File: config.mk
export PLATFORM = sky130hd
export DESIGN_NAME = e203_exu_disp_sched_flat
export DESIGN_NICKNAME = d
export VERILOG_FILES = /design/src/rtl/e203_exu_disp_sched_if.sv /design/src/rtl/e203_exu_disp_sched.sv /design/src/flat_wrapper.sv
export SDC_FILE = /design/constraint.sdc
export NUM_CORES = 1
export LEC_CHECK = 0
export CORE_MARGIN = 5
export CORE_UTILIZATION = 43
export CTS_BUF_LIST = sky130_fd_sc_hd__clkbuf_16
export DETAILED_ROUTE_END_ITERATION = 16
export PLACE_DENSITY = 0.8
export SLEW_MARGIN = 10
export SYNTH_ARGS = -nofsm -noshare
export SYNTH_HDL_FRONTEND = slang
export SYNTH_SLANG_ARGS = --single-unit
File: constraint.sdc
create_clock -name clk -period 3.2 [get_ports clk]
set_clock_uncertainty 0.15 [all_clocks]
set_input_delay 0.32 -clock clk [delete_from_list [all_inputs] [get_ports clk]]
set_output_delay 0.32 -clock clk [all_outputs]
set_load 0.005 [all_outputs]
File: src/rtl/e203_exu_disp_sched_if.sv
// Dispatch/retire bundle between decode-dispatch and the scheduler.
// master: dispatch + retire source; slave: scheduler (ready, itag, ret_err).
interface e203_exu_disp_sched_if #(
   parameter int ITAG_W  = 1,
   parameter int RFIDX_W = 5
);
   logic               disp_valid;
   logic               disp_ready;
   logic               disp_rs1en;
   logic               disp_rs2en;
   logic [RFIDX_W-1:0] disp_rs1idx;
   logic [RFIDX_W-1:0] disp_rs2idx;
   logic               disp_rdwen;
   logic [RFIDX_W-1:0] disp_rdidx;
   logic               disp_longpipe;
   logic [ITAG_W-1:0]  disp_itag;
   logic               ret_valid;
   logic [ITAG_W-1:0]  ret_itag;
   logic               ret_err;

   modport master (
      output disp_valid,
      output disp_rs1en,
      output disp_rs2en,
      output disp_rs1idx,
      output disp_rs2idx,
      output disp_rdwen,
      output disp_rdidx,
      output disp_longpipe,
      output ret_valid,
      output ret_itag,
      input  disp_ready,
      input  disp_itag,
      input  ret_err
   );

   modport slave (
      input  disp_valid,
      input  disp_rs1en,
      input  disp_rs2en,
      input  disp_rs1idx,
      input  disp_rs2idx,
      input  disp_rdwen,
      input  disp_rdidx,
      input  disp_longpipe,
      input  ret_valid,
      input  ret_itag,
      output disp_ready,
      output disp_itag,
      output ret_err
   );
endinterface

File: src/rtl/e203_exu_disp_sched.sv
// Long-pipe dispatch scheduler: in-order ITAG table, RAW/WAW stall, halt drain.
// Ports: clk, rst_n (async low), bus (dispatch/retire, slave modport),
//   halt_req in, halt_ack/sched_empty/sched_full out, stall_cnt out (32b).
// Optional macro E203_DISP_SCHED_PERF_EN enables the hazard-stall counter;
//   without it stall_cnt is tied to zero.
module e203_exu_disp_sched #(
   parameter int DEPTH   = 2,
   parameter int ITAG_W  = 1,
   parameter int RFIDX_W = 5
) (
   input  logic                 clk,
   input  logic                 rst_n,
   e203_exu_disp_sched_if.slave bus,
   input  logic                 halt_req,
   output logic                 halt_ack,
   output logic                 sched_empty,
   output logic                 sched_full,
   output logic [31:0]          stall_cnt
);

   typedef enum logic [1:0] {
      RUN    = 2'd0,
      DRAIN  = 2'd1,
      HALTED = 2'd2
   } state_t;

   state_t state_q;
   state_t state_d;

   logic [DEPTH-1:0]   ent_vld;
   logic [DEPTH-1:0]   ent_rdwen;
   logic [RFIDX_W-1:0] ent_rdidx [DEPTH];

   // Extra MSB is the wrap flag that separates full from empty.
   logic [ITAG_W:0]   wptr_q;
   logic [ITAG_W:0]   rptr_q;
   logic [ITAG_W-1:0] wptr;
   logic [ITAG_W-1:0] rptr;

   logic empty;
   logic full;
   logic fire;
   logic alloc;
   logic ret_ok;
   logic ret_err_q;
   logic halt_ack_q;

   logic hit1;
   logic hit2;
   logic hitw;
   logic raw1;
   logic raw2;
   logic waw;
   logic hazard;

   assign wptr  = wptr_q[ITAG_W-1:0];
   assign rptr  = rptr_q[ITAG_W-1:0];
   assign empty = (wptr_q == rptr_q);
   assign full  = (wptr == rptr)
                & (wptr_q[ITAG_W] != rptr_q[ITAG_W]);

   // Hazard looks only at registered entries; a retire
   // in the same cycle does not bypass.
   always_comb begin
      hit1 = 1'b0;
      hit2 = 1'b0;
      hitw = 1'b0;
      for (int i = 0; i < DEPTH; i++) begin
         if (ent_vld[i] && ent_rdwen[i]) begin
            if (ent_rdidx[i] == bus.disp_rs1idx)
               hit1 = 1'b1;
            if (ent_rdidx[i] == bus.disp_rs2idx)
               hit2 = 1'b1;
            if (ent_rdidx[i] == bus.disp_rdidx)
               hitw = 1'b1;
         end
      end
   end

   assign raw1 = bus.disp_rs1en
               & (|bus.disp_rs1idx) & hit1;
   assign raw2 = bus.disp_rs2en
               & (|bus.disp_rs2idx) & hit2;
   assign waw  = bus.disp_rdwen
               & (|bus.disp_rdidx) & hitw;
   assign hazard = raw1 | raw2 | waw;

   assign bus.disp_ready = (state_q == RUN)
                         & ~halt_req
                         & ~hazard
                         & ~(bus.disp_longpipe & full);

   assign fire  = bus.disp_valid & bus.disp_ready;
   assign alloc = fire & bus.disp_longpipe;

   assign ret_ok = bus.ret_valid & ~empty
                 & (bus.ret_itag == rptr);

   assign bus.disp_itag = wptr;
   assign bus.ret_err   = ret_err_q;
   assign halt_ack      = halt_ack_q;
   assign sched_empty   = empty;
   assign sched_full    = full;

   // Alloc and retire never target the same slot:
   // alloc needs !full and retire needs !empty.
   always_ff @(posedge clk or negedge rst_n) begin
      if (!rst_n) begin
         ent_vld   <= '0;
         ent_rdwen <= '0;
         for (int i = 0; i < DEPTH; i++)
            ent_rdidx[i] <= '0;
      end else begin
         if (ret_ok)
            ent_vld[rptr] <= 1'b0;
         if (alloc) begin
            ent_vld[wptr]   <= 1'b1;
            ent_rdwen[wptr] <= bus.disp_rdwen;
            ent_rdidx[wptr] <= bus.disp_rdidx;
         end
      end
   end

   always_ff @(posedge clk or negedge rst_n) begin
      if (!rst_n) begin
         wptr_q <= '0;
         rptr_q <= '0;
      end else begin
         if (alloc)
            wptr_q <= wptr_q + (ITAG_W+1)'(1);
         if (ret_ok)
            rptr_q <= rptr_q + (ITAG_W+1)'(1);
      end
   end

   always_ff @(posedge clk or negedge rst_n) begin
      if (!rst_n)
         ret_err_q <= 1'b0;
      else
         ret_err_q <= bus.ret_valid & ~ret_ok;
   end

   always_comb begin
      state_d = state_q;
      unique case (state_q)
         RUN: begin
            if (halt_req)
               state_d = DRAIN;
         end
         DRAIN: begin
            if (!halt_req)
               state_d = RUN;
            else if (empty)
               state_d = HALTED;
         end
         HALTED: begin
            if (!halt_req)
               state_d = RUN;
         end
         default: state_d = RUN;
      endcase
   end

   always_ff @(posedge clk or negedge rst_n) begin
      if (!rst_n) begin
         state_q    <= RUN;
         halt_ack_q <= 1'b0;
      end else begin
         state_q    <= state_d;
         halt_ack_q <= (state_d == HALTED);
      end
   end

`ifdef E203_DISP_SCHED_PERF_EN
   logic        stall_evt;
   logic [31:0] stall_q;

   assign stall_evt = bus.disp_valid & hazard
                    & (state_q == RUN) & ~halt_req;

   always_ff @(posedge clk or negedge rst_n) begin
      if (!rst_n)
         stall_q <= '0;
      else if (stall_evt && !(&stall_q))
         stall_q <= stall_q + 32'd1;
   end

   assign stall_cnt = stall_q;
`else
   assign stall_cnt = 32'd0;
`endif

endmodule
File: src/flat_wrapper.sv
// flat-port wrapper written by rule: the top's interface ports become plain ports
module e203_exu_disp_sched_flat 
#(
   parameter int DEPTH   = 2,
   parameter int ITAG_W  = 1,
   parameter int RFIDX_W = 5
)
  (clk, rst_n, halt_req, halt_ack, sched_empty, sched_full, stall_cnt, bus_disp_valid, bus_disp_rs1en, bus_disp_rs2en, bus_disp_rs1idx, bus_disp_rs2idx, bus_disp_rdwen, bus_disp_rdidx, bus_disp_longpipe, bus_ret_valid, bus_ret_itag, bus_disp_ready, bus_disp_itag, bus_ret_err);
  e203_exu_disp_sched_if #(.ITAG_W(ITAG_W), .RFIDX_W(RFIDX_W)) bus_i ();
  input  logic clk;
  input  logic rst_n;
  input  logic halt_req;
  output logic halt_ack;
  output logic sched_empty;
  output logic sched_full;
  output logic [31:0] stall_cnt;
  input wire logic [$bits(bus_i.disp_valid)-1:0] bus_disp_valid;
  input wire logic [$bits(bus_i.disp_rs1en)-1:0] bus_disp_rs1en;
  input wire logic [$bits(bus_i.disp_rs2en)-1:0] bus_disp_rs2en;
  input wire logic [$bits(bus_i.disp_rs1idx)-1:0] bus_disp_rs1idx;
  input wire logic [$bits(bus_i.disp_rs2idx)-1:0] bus_disp_rs2idx;
  input wire logic [$bits(bus_i.disp_rdwen)-1:0] bus_disp_rdwen;
  input wire logic [$bits(bus_i.disp_rdidx)-1:0] bus_disp_rdidx;
  input wire logic [$bits(bus_i.disp_longpipe)-1:0] bus_disp_longpipe;
  input wire logic [$bits(bus_i.ret_valid)-1:0] bus_ret_valid;
  input wire logic [$bits(bus_i.ret_itag)-1:0] bus_ret_itag;
  output wire logic [$bits(bus_i.disp_ready)-1:0] bus_disp_ready;
  output wire logic [$bits(bus_i.disp_itag)-1:0] bus_disp_itag;
  output wire logic [$bits(bus_i.ret_err)-1:0] bus_ret_err;
  assign bus_i.disp_valid = bus_disp_valid;
  assign bus_i.disp_rs1en = bus_disp_rs1en;
  assign bus_i.disp_rs2en = bus_disp_rs2en;
  assign bus_i.disp_rs1idx = bus_disp_rs1idx;
  assign bus_i.disp_rs2idx = bus_disp_rs2idx;
  assign bus_i.disp_rdwen = bus_disp_rdwen;
  assign bus_i.disp_rdidx = bus_disp_rdidx;
  assign bus_i.disp_longpipe = bus_disp_longpipe;
  assign bus_i.ret_valid = bus_ret_valid;
  assign bus_i.ret_itag = bus_ret_itag;
  assign bus_disp_ready = bus_i.disp_ready;
  assign bus_disp_itag = bus_i.disp_itag;
  assign bus_ret_err = bus_i.ret_err;
  e203_exu_disp_sched #(.DEPTH(DEPTH), .ITAG_W(ITAG_W), .RFIDX_W(RFIDX_W)) u_core (.clk(clk), .rst_n(rst_n), .bus(bus_i), .halt_req(halt_req), .halt_ack(halt_ack), .sched_empty(sched_empty), .sched_full(sched_full), .stall_cnt(stall_cnt));
endmodule
==> impl_results.md, run 1 <==
* First-pass GRT wire length at about 4900 um
* Global route overflow at 0
* Seq cells post-synth at 22
* Hold Path Sink: u_core.rptr_q[1]
* DRC Markers at 0
* Synth area leaders: dfrtp_1, xor2_1, buf_4, mux2_2, xnor2_1
* Setup TNS at 0 ns
* Via Count at 1073
* Pre-CTS setup slack at between 0.15 and 0.2 ns
* Clock Path Buffers at 2
* Reg-to-reg critical path startpoint: u_core.wptr_q[0]
* Async set-reset flop share out of synthesis at 1.00
* First-pass DRT Iterations at 3
* H-tree Lvls at 1
* Status: finished clean
* Maximum VDD drop at roughly 360 uV
* Number of I/O pins at between 60 and 70
* Post-synth top area cell: dfrtp_1
* Crit Path Class: in -> out
* Worst hold path class: reg -> reg
* Worst setup margin at around 0.21 ns
* Tmin final at 2.99 ns
* Antenna fix cells at 0
* Post-synth EDFFs at 0
* Initial DRC count at 11
* Cell variety after synth at 26
* Most common cell in the synthesized netlist: buf_4
* Cell total after placement at ~230
* Die Span X at 70.0 um
* Largest net degree at the start of global routing at 23
* Critical-path top delay cell: clkdlybuf4s50_1
* Crit. End Element: primary output
* Worst skew pair latency at ~0.25 ns
* IO buf count at 30
* Fmax at ~330 MHz
* Filler cells at 323
* Setup repair after global routing missed its margin: no
* Syn_area_per_cell at between 10 and 15 sq um
* Register area share after synthesis at 0.356
* Leakage at 0.831 nW
* Initial antenna violation count at 0
* Cell area after synthesis at around 1500 sq um
* Die area at around 4900 sq um
* Starting Density at 0.453
* Top cells by count, synth: buf_4, xor2_1, dfrtp_1
* Worst-Margin Slew at 0.981 ns
* Die Span Y at 70.0 um
* Vias in the first global route at around 1.1k
* Area of the core at about 3400 sq um
* Worst path most repeated cell: clkdlybuf4s50_1
* Worst setup SP type: input port
* Worst-path fanout max at 4
* Endpoints failing hold at 0
* Via-to-Cell Ratio at around 4.7
* Site Rows at 21
* P&R area growth vs syn at 21.1%
* Layout cells sized above 1 at 0.104
* Setup slack, reg-to-reg at a little under 0.6 ns
* Ys flop type: dfrtp_1
* Layout Cells excl Fill at approximately 230
* CP required at between 2 and 3 ns
* Worst-path cell chain: clkdlybuf4s50_1, or4_1, o21ai_0, o22ai_2, nor3_1, clkdlybuf4s50_1
* Fin area at between 1500 and 2000 sq um
* Antenna-violating nets left at 0
* Clock Tree Root: clkbuf_16
* Period utilization at 0.934
* Post-Place Cell Area at around 1800 sq um
* Total GRT Usage at 0.123
* Mapped Cells at about 150
* TritonCTS clock tree: yes
* YS warnings at 0
* Max Slew Vio Count at 0
* DPL Wire Length at 2530 um
* Worst r2r dst: u_core.ent_rdwen[0]
* Largest stage delay, worst path at around 0.54 ns
* Min-Delay Path Depth at 1
* Clk slew on worst S/H paths at roughly 0.05 ns
* Hold_ws at ~0.34 ns
* Drt wl/cell at 13.8 um
* Worst path arrival time at ~2.5 ns
* Hold path startpoint: u_core.rptr_q[1]
* Hold_buf cts at 0
* Final net count at around 210
* Share of Yosys cell area claimed by the top area cell type at 0.356
* Reg2reg path depth at 6
* Drt total wl at 3170 um
* Max_slew headroom at 0.344
* Sinks on the clock net at 22
* Setup violators final at 0
* Placer Congestion at between 0.8 and 0.9
* Max-cap viol count at 0
* CTS Buf Count at 3
* Cell Pwr Density at roughly 760 nW/um^2
==> report_power, final <==
part	switching, mW	internal (mW)
logic	0.242	0.342
clock network	0.0898	0.166
registers	0.170	0.410
total	0.502	0.919
==> cell usage in the layout, fill, tap and decap left out, types with 4 or more instances in the layout <==
| master | count |
|---|---|
| clkdlybuf4s50_1 | 30 |
| dfrtp_1 | 22 |
| xnor2_1 | 7 |
| o21ai_0 | 4 |
| nand2_1 | 4 |
| mux2_2 | 12 |
| nor4_1 | 7 |
| nor2_1 | 5 |
| and2_1 | 4 |
| xor2_1 | 30 |
| conb_1 | 32 |
==> kinds of logic after synthesis <==
family / Yosys count / synth area share
flip-flops: 22 / 0.356
AND/OR/NAND/NOR: 32 / 0.133
XOR/XNOR: 37 / 0.209
AO/OA/AOI/OAI: 10 / 0.0461
multiplexers: 13 / 0.0938
other: 1 / 0.00242
buffers and inverters: 34 / 0.160
==> worst max-delay path: cells and delay by family <==
kind / cells / cell delay [ns]
buffers and inverters: 2 / 1.01
AO/OA/AOI/OAI: 2 / 0.46
AND/OR/NAND/NOR: 2 / 0.72
==> cell type report <==
class	count	area, sq um	share of cell area
flip-flops and latches	22	551	0.294
inverters	2	7.51	0.00401
clock inverters	1	3.75	0.00200
multi-input cells	124	872	0.465
repair buffers	31	308	0.164
clock buffers	3	75.1	0.0401
well taps	46	57.6	0.0307
==> registers in the layout, summed over array words and instances (netlist names) <==
name	count
u_core.bus.ret_err	1
u_core.ent_rdidx	10
u_core.ent_rdwen	2
u_core.ent_vld	2
u_core.halt_ack	1
u_core.rptr_q	2
u_core.state_q	2
u_core.wptr_q	2
==> metrics by stage <==
step	utilization	total power, mW
4_1_cts	0.547	1.43
3_5_place_dp	0.524	1.16
6_report	0.549	1.42
5_1_grt	0.549	1.51
3_3_place_gp	0.524	1.14
2_1_floorplan	-	0.954
==> how the worst max path moves through the flow <==
stage                        from                  end  slack (ns)  depth (start not counted)
2_1_floorplan    u_core.wptr_q[0]  u_core.ent_rdidx[5]        0.76                          6
6_report       bus_disp_rs2idx[1]       bus_disp_ready        0.21                          6
3_3_place_gp   bus_disp_rs2idx[2]       bus_disp_ready        0.16                          6
4_1_cts        bus_disp_rs2idx[1]       bus_disp_ready        0.15                          6
5_1_grt         bus_disp_rdidx[2]       bus_disp_ready        0.04                          6
3_5_place_dp    bus_disp_rdidx[2]       bus_disp_ready        0.16                          6
==> layer usage <==
metal,share of wire,wire [um],vias up,GRT usage
met5,0,0,-,0
met4,0.0054,17,0,0.0319
met3,0.061,194,2,0.0258
met2,0.51,1610,31,0.210
met1,0.43,1350,523,0.157
li1,-,-,517,-
==> what timing repair did <==
action | CTS | global route
resized for setup | 0 | 1
setup endpoints to repair | 0 | 1
setup buffers | 0 | 0
Power figures use the tool's default switching activity.
==> inputs of run 2 (changes only) <==
--- a/config.mk
+++ b/config.mk
@@ -10,6 +10,7 @@
 export CTS_BUF_LIST = sky130_fd_sc_hd__clkbuf_16
 export DETAILED_ROUTE_END_ITERATION = 16
 export PLACE_DENSITY = 0.8
+export SKIP_LAST_GASP = 1
 export SLEW_MARGIN = 10
 export SYNTH_ARGS = -nofsm -noshare
 export SYNTH_HDL_FRONTEND = slang
==> results of run 2 <==
No change in the layout: final DEF, timing and power equal those of run 1.
